$ cat src/rtl/uart_tx_arbiter.sv
// Round-robin arbiter sharing one UART byte transmitter between NUM_REQ requesters.
// Accept on valid&ready in IDLE, tx_start one cycle later, then track tx_busy (with rise timeout) back to IDLE.
module uart_tx_arbiter #(
  parameter int NUM_REQ      = 4,
  parameter int DATA_W       = 8,
  parameter int BUSY_TIMEOUT = 3
) (
  input  logic                          clk,
  input  logic                          rst_n,
  input  logic                          ena,
  input  logic [NUM_REQ-1:0]            req_valid,
  input  logic [NUM_REQ*DATA_W-1:0]     req_data,
  output logic [NUM_REQ-1:0]            req_ready,
  output logic                          tx_start,
  output logic [DATA_W-1:0]             tx_data,
  input  logic                          tx_busy,
  output logic [$clog2(NUM_REQ)-1:0]    grant_id,
  output logic                          active,
  output logic                          err_timeout
);

  localparam int IDW = $clog2(NUM_REQ);
  localparam int CW  = $clog2(BUSY_TIMEOUT + 1);
  localparam logic [CW-1:0] CNT_LAST = CW'(BUSY_TIMEOUT - 1);

  typedef enum logic [1:0] {IDLE, ISSUE, WAIT_BUSY, WAIT_DONE} state_t;

  state_t            state_q, state_d;
  logic [IDW-1:0]    rr_ptr_q, rr_ptr_d;
  logic [IDW-1:0]    grant_id_q, grant_id_d;
  logic [DATA_W-1:0] tx_data_q, tx_data_d;
  logic [CW-1:0]     cnt_q, cnt_d;

  logic [IDW-1:0]    winner;
  logic [IDW-1:0]    idx;
  logic              found;
  logic              grant_ok;

  // Search starts at rr_ptr and wraps naturally in IDW bits.
  always_comb begin
    winner = rr_ptr_q;
    found  = 1'b0;
    idx    = '0;
    for (int k = 0; k < NUM_REQ; k++) begin
      idx = rr_ptr_q + IDW'(k);
      if (!found && req_valid[idx]) begin
        winner = idx;
        found  = 1'b1;
      end
    end
  end

  // rst_n gating keeps req_ready low throughout reset regardless of inputs.
  assign grant_ok  = rst_n && (state_q == IDLE) && ena && !tx_busy && found;
  assign req_ready = grant_ok ? (NUM_REQ'(1) << winner) : '0;

  always_comb begin
    state_d     = state_q;
    rr_ptr_d    = rr_ptr_q;
    grant_id_d  = grant_id_q;
    tx_data_d   = tx_data_q;
    cnt_d       = cnt_q;
    tx_start    = 1'b0;
    err_timeout = 1'b0;
    case (state_q)
      IDLE: begin
        if (grant_ok) begin
          tx_data_d  = req_data[int'(winner)*DATA_W +: DATA_W];
          grant_id_d = winner;
          state_d    = ISSUE;
        end
      end
      ISSUE: begin
        tx_start = 1'b1;
        cnt_d    = '0;
        state_d  = WAIT_BUSY;
      end
      WAIT_BUSY: begin
        if (tx_busy) begin
          state_d = WAIT_DONE;
        end else if (cnt_q == CNT_LAST) begin
          err_timeout = 1'b1;
          state_d     = IDLE;
          rr_ptr_d    = grant_id_q + IDW'(1);
        end else begin
          cnt_d = cnt_q + CW'(1);
        end
      end
      WAIT_DONE: begin
        if (!tx_busy) begin
          state_d  = IDLE;
          rr_ptr_d = grant_id_q + IDW'(1);
        end
      end
      default: state_d = IDLE;
    endcase
  end

  always_ff @(posedge clk or negedge rst_n) begin
    if (!rst_n) begin
      state_q    <= IDLE;
      rr_ptr_q   <= '0;
      grant_id_q <= '0;
      tx_data_q  <= '0;
      cnt_q      <= '0;
    end else begin
      state_q    <= state_d;
      rr_ptr_q   <= rr_ptr_d;
      grant_id_q <= grant_id_d;
      tx_data_q  <= tx_data_d;
      cnt_q      <= cnt_d;
    end
  end

  assign tx_data  = tx_data_q;
  assign grant_id = grant_id_q;
  assign active   = (state_q != IDLE);

endmodule

$ cat config.mk
export PLATFORM = sky130hd
export DESIGN_NAME = uart_tx_arbiter
export DESIGN_NICKNAME = d
export VERILOG_FILES = /design/src/rtl/uart_tx_arbiter.sv
export SDC_FILE = /design/constraint.sdc
export NUM_CORES = 1
export LEC_CHECK = 0
export CORE_MARGIN = 2
export CORE_UTILIZATION = 41
export CTS_BUF_LIST = sky130_fd_sc_hd__clkbuf_16
export DETAILED_ROUTE_END_ITERATION = 10
export PLACE_DENSITY_LB_ADDON = 0.15
export SLEW_MARGIN = 15
export SYNTH_ARGS = -nofsm -noshare
export SYNTH_HDL_FRONTEND = slang
export SYNTH_SLANG_ARGS = --single-unit
export TNS_END_PERCENT = 50
$ cat constraint.sdc
create_clock -name clk -period 3.39 [get_ports clk]
set_input_delay 1.017 -clock clk [delete_from_list [all_inputs] [get_ports clk]]
set_output_delay 1.017 -clock clk [all_outputs]
set_load 0.05 [all_outputs]
; Word-level counts from Yosys, hierarchy flattened
; Index checks and enable logic that the tools add are counted.
; W data, S select, Z words.
[op_classes]
div = 0
mul = 0
n_reduce_logical = 19
order_cmp = 4
eq_ne = 10
mux = 32
add_sub_neg = 5
bitwise_logic = 0
shifts = 2
[op_table]
columns = cell, n
row1 = $shiftx A32 B6 Y8, 1
row2 = $mux W2, 12
row3 = $lt A2 B3 Y1 const B, 4
row4 = $mux W1, 12
row5 = $ne A2 B2 Y1 const B, 5
row6 = $bmux W1 S2, 4
row7 = $pmux W2 S2, 2
row8 = $pmux W2 S4, 1
row9 = $logic_and A1 B1 Y1, 7
row10 = $add A2 B1 Y2 const B, 3
row11 = $eq A2 B2 Y1 const B, 3
row12 = $reduce_and A3 Y1, 2
row13 = $reduce_bool A2 Y1, 3
row14 = $add A2 B2 Y2 const B, 2
row15 = $logic_not A1 Y1, 4
row16 = $mux W4, 1
row17 = $reduce_and A4 Y1, 1
row18 = $shl A1 B2 Y4 const A, 1
row19 = $ne A3 B3 Y1 const B, 1
row20 = $eq A2 B1 Y1 const B, 1
row21 = $logic_not A2 Y1, 1
row22 = $reduce_and A2 Y1, 1
[totals]
output_inout_bits = 17
ff_bits = 16
in_bits = 40
word_cells = 77
ramBits = 0
latchBits = 0
rom_bits = 0
memories = 0

; Depth between registers and ports, before layout
[depth]
depth_word = 15
mapped_depth = 7
mapped_depth_nobuf = 6

; Worst setup path before layout
; No wires, ideal clock.
[synth_timing]
kind = input -> output
from = in tx_busy
to = out err_timeout
cell_stages = 1
slack_ns = -0.175
required_ns = 2.373
n_path_buf = 0
t_arrival_ns = 2.548
path_cell_list = nor4bb_1
[synth_between]
elab_chain_cells = 2
[synth_lines]
columns = element, line
row1 = start: declaration, 16  ; input logic tx_busy,
row2 = $mux W1, 79  ; if (tx_busy) begin
row3 = $mux W1, 65  ; case (state_q)
row4 = end: declaration, 19  ; output logic err_timeout
; Every way passes these cells.

; Worst setup path after layout
[layout_timing]
from = in req_valid[2]
to = out req_ready[1]
[layout_between]
elab_chain_cells = 14
word_cells_on_any_way = 24
classes_between = 1 x shift / 16 x mux / 7 x reduce/logical
[layout_lines]
columns = element, line
row1 = start: declaration, 11  ; input logic [NUM_REQ-1:0] req_valid,
row2 = $bmux W1 S2, 46  ; if (!found && req_valid[idx]) begin
row3 = $mux W1 (not written as such), 46
row4 = $mux W1, 46
row5 = $logic_not A1 Y1, 46
row6 = $logic_and A1 B1 Y1, 46
row7 = $mux W1, 46
row8 = $logic_not A1 Y1, 46
row9 = $logic_and A1 B1 Y1, 46
row10 = $mux W1, 46
row11 = $logic_not A1 Y1, 46
row12 = $logic_and A1 B1 Y1, 46
row13 = $mux W2 / $mux W1 (equally long branches), 46
row14 = $shl A1 B2 Y4 / $logic_and A1 B1 Y1 (equally long branches), "55, 54"
row15 = $mux W4 (*), 55  ; assign req_ready = grant_ok ? (NUM_REQ'(1) << winner) : '0;
row16 = end: declaration, 13  ; output logic [NUM_REQ-1:0] req_ready,
; Mark *: on every way between the ends. The rest lies on a longest branch, timed or not. The select of a mux whose other input is x is not followed.

==> results by group <==
Floorplanning
  • Die area: 3430 um^2
  • Initial Util: 43.9%
  • I/O pin count: 57
  • Die X: 58.5 um
  • Row count: 19
  • Core area: 2780 um^2
  • Die height: 58.5 um

Worst setup path
  • Critical path buffers and inverters: 3
  • Worst setup EP type: output port
  • R2r startpoint: state_q[0]$_DFFE_PN0P_
  • CP required: 2.37 ns
  • CP startpoint: req_valid[2]
  • Kind of start point of the critical path: primary input
  • Crit Path Class: in2out
  • CP arrival: 2.30 ns
  • Max Fanout on Critical Path: 4
  • CP delay by family, top: simple AND/OR/NAND/NOR gates
  • Max incr delay on CP: 0.26 ns
  • CP max-delay cell: o21a_2
  • Crit-path cells: buf_2 > buf_4 > nor2b_2 > o21a_2 > nor3b_4 > and2_4 > buf_12

Cells and area
  • Synth-to-layout area growth: 69.5%
  • # nets final: 227
  • Cell area after layout: 2070 um^2
  • Layout Utilization: 74.4%
  • Diodes inserted: 0
  • Layout cell share with drive strength beyond 1: 38.0%
  • Fillers: 205

Detailed routing
  • Vias post-DR: 1,216
  • Number of DRC markers in iteration 0: 42
  • Residual DRC: 0
  • Via-to-Cell Ratio: 5.66
  • Wire per inst: 17.3 um
  • Post-route ant nets: 0
  • Router iterations before antenna repair: 6
  • Post-Route WL: 3.73 mm

GRT
  • First-pass GRT wire length: 6.10 mm
  • Largest net degree at the start of global routing: 17
  • Congestion Overflow GR: 0
  • Initial antenna violation count: 0
  • Vias in the first global route: 1,326
  • Gr usage total: 23.5%

Timing
  • Fin. Hold Viols: 0
  • Setup_tns: 0 ns
  • Final Cycle Share: 97.8%
  • Worst-Margin Slew: 0.597 ns
  • Fin crit period: 3.31 ns
  • Fin. max-slew vios: 0
  • Clk_skew: 0.000717 ns
  • Max transition margin: 60.1%
  • Final setup vio count: 0
  • Achievable Freq: 302 MHz

Power
  • Switching share of power: 46.5%
  • Pwr Total: 1510 uW
  • Logic pwr share: 59.4%
  • Internal Pwr Total: 805 uW
  • Clk pwr share: 15.1%
  • Pleak: 0.000836 uW
  • Psw: 701 uW
  • PwrDens: 728 nW/um^2
  • Max VDD drop: 0.508 mV
  • Flop pwr share: 25.5%

Place
  • RePlAce Congestion: 0.808
  • Placed cell area: 1960 um^2
  • I/O Buffers: 56
  • Final HPWL DP: 2.87 mm

Synth
  • Register area share after synthesis: 32.8%
  • Synth Flop Type: dfrtp_1
  • Synth Warn #: 0
  • Syn Area/Cell: 11.1 um^2
  • Mapped Area: 1220 um^2
  • Post-synth EDFFs: 0
  • Syn Inst Count: 110
  • Seq cells post-synth: 16
  • Synth async-reset ratio: 100%
  • Synthesized Nets: 151
  • Netlist cell types: 34

Run
  • Max Cap Viol: 0

Clocking
  • Root Buffer: clkbuf_16
  • CTS H-tree depth: 1
  • Clk_lat worst skew: 0.24 ns
  • TritonCTS clock tree: yes
  • # clock sinks: 16
  • Worst-path clk slew: 0.05 ns
  • Total CTS buffers: 3
  • Clock buffer depth: 2

Hold path
  • Worst min-delay path startpoint: grant_id[0]$_DFFE_PN0P_
  • HP Class: reg2reg

Status
  • Result of the run: finished clean
## metal layers
layer / wire length [um] / vias up / global-route usage [%] / share of wire (%)
met5: 0 / - / 0 / 0
met4: 59 / 0 / 8.64 / 1.6
met3: 168 / 6 / 3.08 / 4.5
met2: 2070 / 39 / 43.5 / 56
li1: - / 567 / - / -
met1: 1430 / 604 / 27.2 / 38
## cell usage in the layout (no fill, tap or decap), types with 2 or more instances in the layout
master	n
buf_12	5
nor2b_2	2
a22o_1	3
and2_4	2
nor2_1	17
a211oi_2	16
and4_1	8
buf_4	20
a21oi_1	3
nor2b_1	2
nor4_1	2
o21bai_4	2
clkbuf_2	2
mux2i_1	8
dfrtp_1	16
dlygate4sd2_1	3
clkdlybuf4s50_1	44
a21o_1	2
clkbuf_16	3
nor2_2	2
## synth_stat cells (all sizes together), types with 2 or more instances
cell type	count	area, um^2
dfrtp	16	400
and2	2	12.5
mux2i	8	80.1
buf	5	50.0
o21bai	2	37.5
a21o	2	15.0
nor2	20	82.6
nor4	3	33.8
a21oi	3	15.0
a211oi	16	200
o21ai	2	25.0
and4	8	70.1
nor3b	2	20.0
nor2b	5	33.8
inv	2	7.50
a22o	3	26.3
## path summary, 6_finish.rpt
kind | end | slack [ns] | cells after the start
setup / recovery | req_ready[1] | 0.08 | 7
hold / removal | rr_ptr_q[0]$_DFFE_PN0P_ | 0.52 | 1
setup reg to reg | tx_data[7]$_DFFE_PN0P_ | 1.57 | 8
hold reg to reg | rr_ptr_q[0]$_DFFE_PN0P_ | 0.52 | 1
max in group asynchronous | tx_data[1]$_DFFE_PN0P_ | 2.29 | 2
min in group asynchronous | state_q[1]$_DFFE_PN0P_ | 0.92 | 2
## worst register-to-register path: stages, from the launching register on
cell and delay (ns):
dfrtp_1 0.50, nor2_4 0.17, inv_2 0.06, nor4_4 0.17, buf_6 0.20, o21ai_4 0.10
buf_4 0.17, a211oi_2 0.26, a211oi_2 0.07
## stage by stage
stage	hold WS [ns]	setup WS [ns]	cells
6_report	0.517	0.0761	215
4_1_cts	0.511	0.00256	214
3_5_place_dp	0.500	-0.397	210
5_1_grt	0.538	-0.00792	215
2_1_floorplan	0.501	-0.144	110
3_3_place_gp	0.511	-0.323	210
## kinds of logic (layout without fill, tap and decap cells)
group / Yosys count / count (layout) / synth area share, %
AOI/OAI and AO/OA: 31 / 31 / 29.6
xor gates and xnor gates: 1 / 1 / 0.718
adders and majority gates: 1 / 1 / 1.03
buffers and inverters: 7 / 81 / 4.72
DFF: 16 / 16 / 32.8
muxes: 9 / 9 / 7.49
and+or+nand+nor: 45 / 45 / 23.6
## cell type report
type | count | area (um^2) | share of cell area (%)
Timing Repair Buffer | 76 | 743 | 35.9
Sequential cell | 16 | 400 | 19.4
Multi-Input combinational cell | 87 | 803 | 38.8
Tap cell | 31 | 38.8 | 1.88
Clock buffer | 3 | 75.1 | 3.63
Inverter | 2 | 7.51 | 0.363
## registers in the layout, summed over array words and instances, names as in the netlist
name,flops
grant_id,2
tx_data,8
state_q,2
rr_ptr_q,2
cnt_q,2
## power groups by stage
stage	clock [uW]	combinational [uW]	sequential, uW
global placement	0	852	378
CTS	232	897	381
floorplan	0	391	569
global route	242	942	399
finish	227	895	384
detailed placement	0	879	379
## timing repair
item | in CTS | in global routing
gates resized for setup | 24 | 8
pin swaps | 6 | 4
endpoints found under the setup margin | 4 | 4
hold buffers | 0 | 0
setup buffers | 1 | 1
Note: power is estimated with default switching activity, not from simulation.
==> variant (same settings) <==
Re-encode `state_t` (4 states) as one-hot, 4 bits wide.
--- a/src/rtl/uart_tx_arbiter.sv
+++ b/src/rtl/uart_tx_arbiter.sv
@@ -23,7 +23,7 @@
   localparam int CW  = $clog2(BUSY_TIMEOUT + 1);
   localparam logic [CW-1:0] CNT_LAST = CW'(BUSY_TIMEOUT - 1);
 
-  typedef enum logic [1:0] {IDLE, ISSUE, WAIT_BUSY, WAIT_DONE} state_t;
+  typedef enum logic [3:0] {IDLE = 4'b0001, ISSUE = 4'b0010, WAIT_BUSY = 4'b0100, WAIT_DONE = 4'b1000} state_t;
 
   state_t            state_q, state_d;
   logic [IDW-1:0]    rr_ptr_q, rr_ptr_d;
Function: no difference found for any inputs over 10 cycles, from zero or initial values and one cycle with rst_n low; not proved beyond that.
==> variant against the unedited design <==
  * The flow now finishes with violations (negative setup slack)
  * Routed wire length increased by 7.3%
  * Setup slack got worse by 0.081 ns
  * Sequential cell count increased by 2
  * Non-clock buffer count decreased by 4
  * Cell count increased by 15%
  * First-iteration DRC count increased by 57%
  * Final area increased by 3.1%
  * Synthesized area increased by 5.0%
Power is not compared: it rests on default switching activity, and its combinational part moved more than twofold at a synthesized area within 25%.
==> variant: results (changes against the unedited design) <==
- Starting DRT DRC Count: 66 (+57%)
- CP top delay family: simple AND/OR/NAND/NOR gates
- Synth area leaders: dfrtp_1 (33%), o21ai_0 (8.2%), nor4b_1 (6.2%), a41oi_1 (4.1%), o31a_1 (4.1%)
- Worst R2R Start: state_q[0]
- Internal power: 602 uW
- Worst skew pair latency: 0.25 ns
- Diodes inserted: 0 (unchanged)
- Setup TNS: -0.00463 ns (-0.00463 ns)
- Fillers: 245 (+20%)
- DR vias/cell: 5.73 (+1.4%)
- Setup crit end: req_ready[3]
- CP Launch Point: req_valid[2]
- Failing checks: negative setup slack
- Hold Path Class: reg -> reg
- GRT Util Overall: 24.0% (+0.57 points)
- Worst VDD drop: 318 uV
- R2R Setup Slk: 1.09 ns (-0.48 ns)
- Distinct cells, synth: 36 (+5.9%)
- Final setup skew: 0.00164 ns (+0.000919 ns)
- Flop pwr share: 30.3%
- Final Max Slew Viols: 0 (unchanged)
- Htree depth: 1 (unchanged)
- Register area: 452 um2 (+13%)
- First-pass GRT wire length: 6560 um (+7.6%)
- Post-DP HPWL: 3050 um (+6.0%)
- CTS Buffer Depth: 2 (unchanged)
- Setup-failing EPs final: 1 (+1)
- CTS Buf Count: 3 (unchanged)
- Peak fanout along the critical path: 8 (+4)
- R2R depth: 5 (-3)
- Drt first pass iters: 4 (-2)
- Placed cell count: 242 (+15%)
- Yosys warns: 0 (unchanged)
- Async S/R FF share, synth: 100% (unchanged)
- Synth Area per Inst: 8.72 um2 (-21%)
- Final nets: 256 (+13%)
- Worst reg2reg path endpoint: tx_data[0]
- Worst setup margin: -0.00463 ns (-0.0808 ns)
- Sw Pwr: 351 uW
- Final wirelength: 4000 um (+7.3%)
- Vias in the first global route: 1,414 (+6.6%)
- WL/cell: 16.2 um (-6.6%)
- Largest net degree at the start of global routing: 19 (+2)
- Sequential element share of the synthesized area: 35.3% (+2.4 points)
- Placer's final routability congestion estimate: 0.837 (+3.6%)
- Share of cells above drive strength 1: 19.2% (-19 points)
- Ys flop type: dfrtp_1
- Mapped Nets: 188 (+25%)
- CP arrival: 2.38 ns (+0.08 ns)
- Max reg flops: 8 (unchanged)
- Pre-CTS setup slack: -0.261 ns (+0.136 ns)
- Status: finished, violations left
- Worst-margin pin slew: 0.556 ns (-0.0410 ns)
- Placed instance area: 0.00202 mm2 (+3.1%)
- CP max stage delay: 0.41 ns (+0.15 ns)
- Total combinational power: 429 uW
- Slowest-stage cell, CP: or3_4
- # hold bufs at CTS: 0 (unchanged)
- Top cells by count, synth: o21ai_0 (21), dfrtp_1 (17), nor2_1 (12), nor4b_1 (9)
variant: changes by cell type after synthesis, moves of 8 or more:
cell / unedited run / this run
mux2i_1: 8 / 0
nor4b_1: 0 / 9
o21ai_0: 0 / 21
and4_1: 8 / 0
a211oi_2: 16 / 0
variant: cell type report:
type / instances / area share, %
multi-input cells: 117 / 38.7
clock buffers: 3 / 3.52
clock inverters: 1 / 0.176
repair buffers: 72 / 34.0
well taps: 33 / 1.94
inverters: 3 / 0.528
flip-flops and latches: 18 / 21.2
variant: what timing repair did:
item / in CTS / in global routing
pin swaps: 2 / 1
endpoints found under the setup margin: 4 / 4
resized for setup: 9 / 1
buffers inserted: 1 / 0
variant: logic make-up (layout without fill, tap and decap cells):
kind of cell             count (synthesis)  count (layout)  share of synthesized area (%)
AO/OA/AOI/OAI                           49              49                           24.2
multiplexers                             5               5                           6.74
adder cells (fa/ha/maj)                  1               1                          0.976
flip-flops                              18              18                           35.3
XOR/XNOR                                 1               1                          0.684
buffers and inverters                   12              79                           4.10
AND/OR/NAND/NOR                         61              61                           28.0
variant: metal layers:
| layer | wire length (um) | vias up | global-route usage, % |
|---|---|---|---|
| met5 | 0 | - | 0 |
| met4 | 28 | 0 | 6.67 |
| met3 | 133 | 4 | 2.16 |
| met2 | 2130 | 27 | 43.3 |
| met1 | 1710 | 692 | 30.4 |
| li1 | - | 693 | - |
variant: how the worst min path moves through the flow:
stage | from | endpoint | slack [ns] | cells after the start
after global routing | tx_data[3] | tx_data[3] | 0.53 | 1
after detailed placement | tx_data[3] | tx_data[3] | 0.50 | 1
after CTS | tx_data[3] | tx_data[3] | 0.51 | 1
after floorplan | state_q[1] | state_q[3] | 0.47 | 1
final | tx_data[3] | tx_data[3] | 0.51 | 1
after global placement | tx_data[3] | tx_data[3] | 0.50 | 1
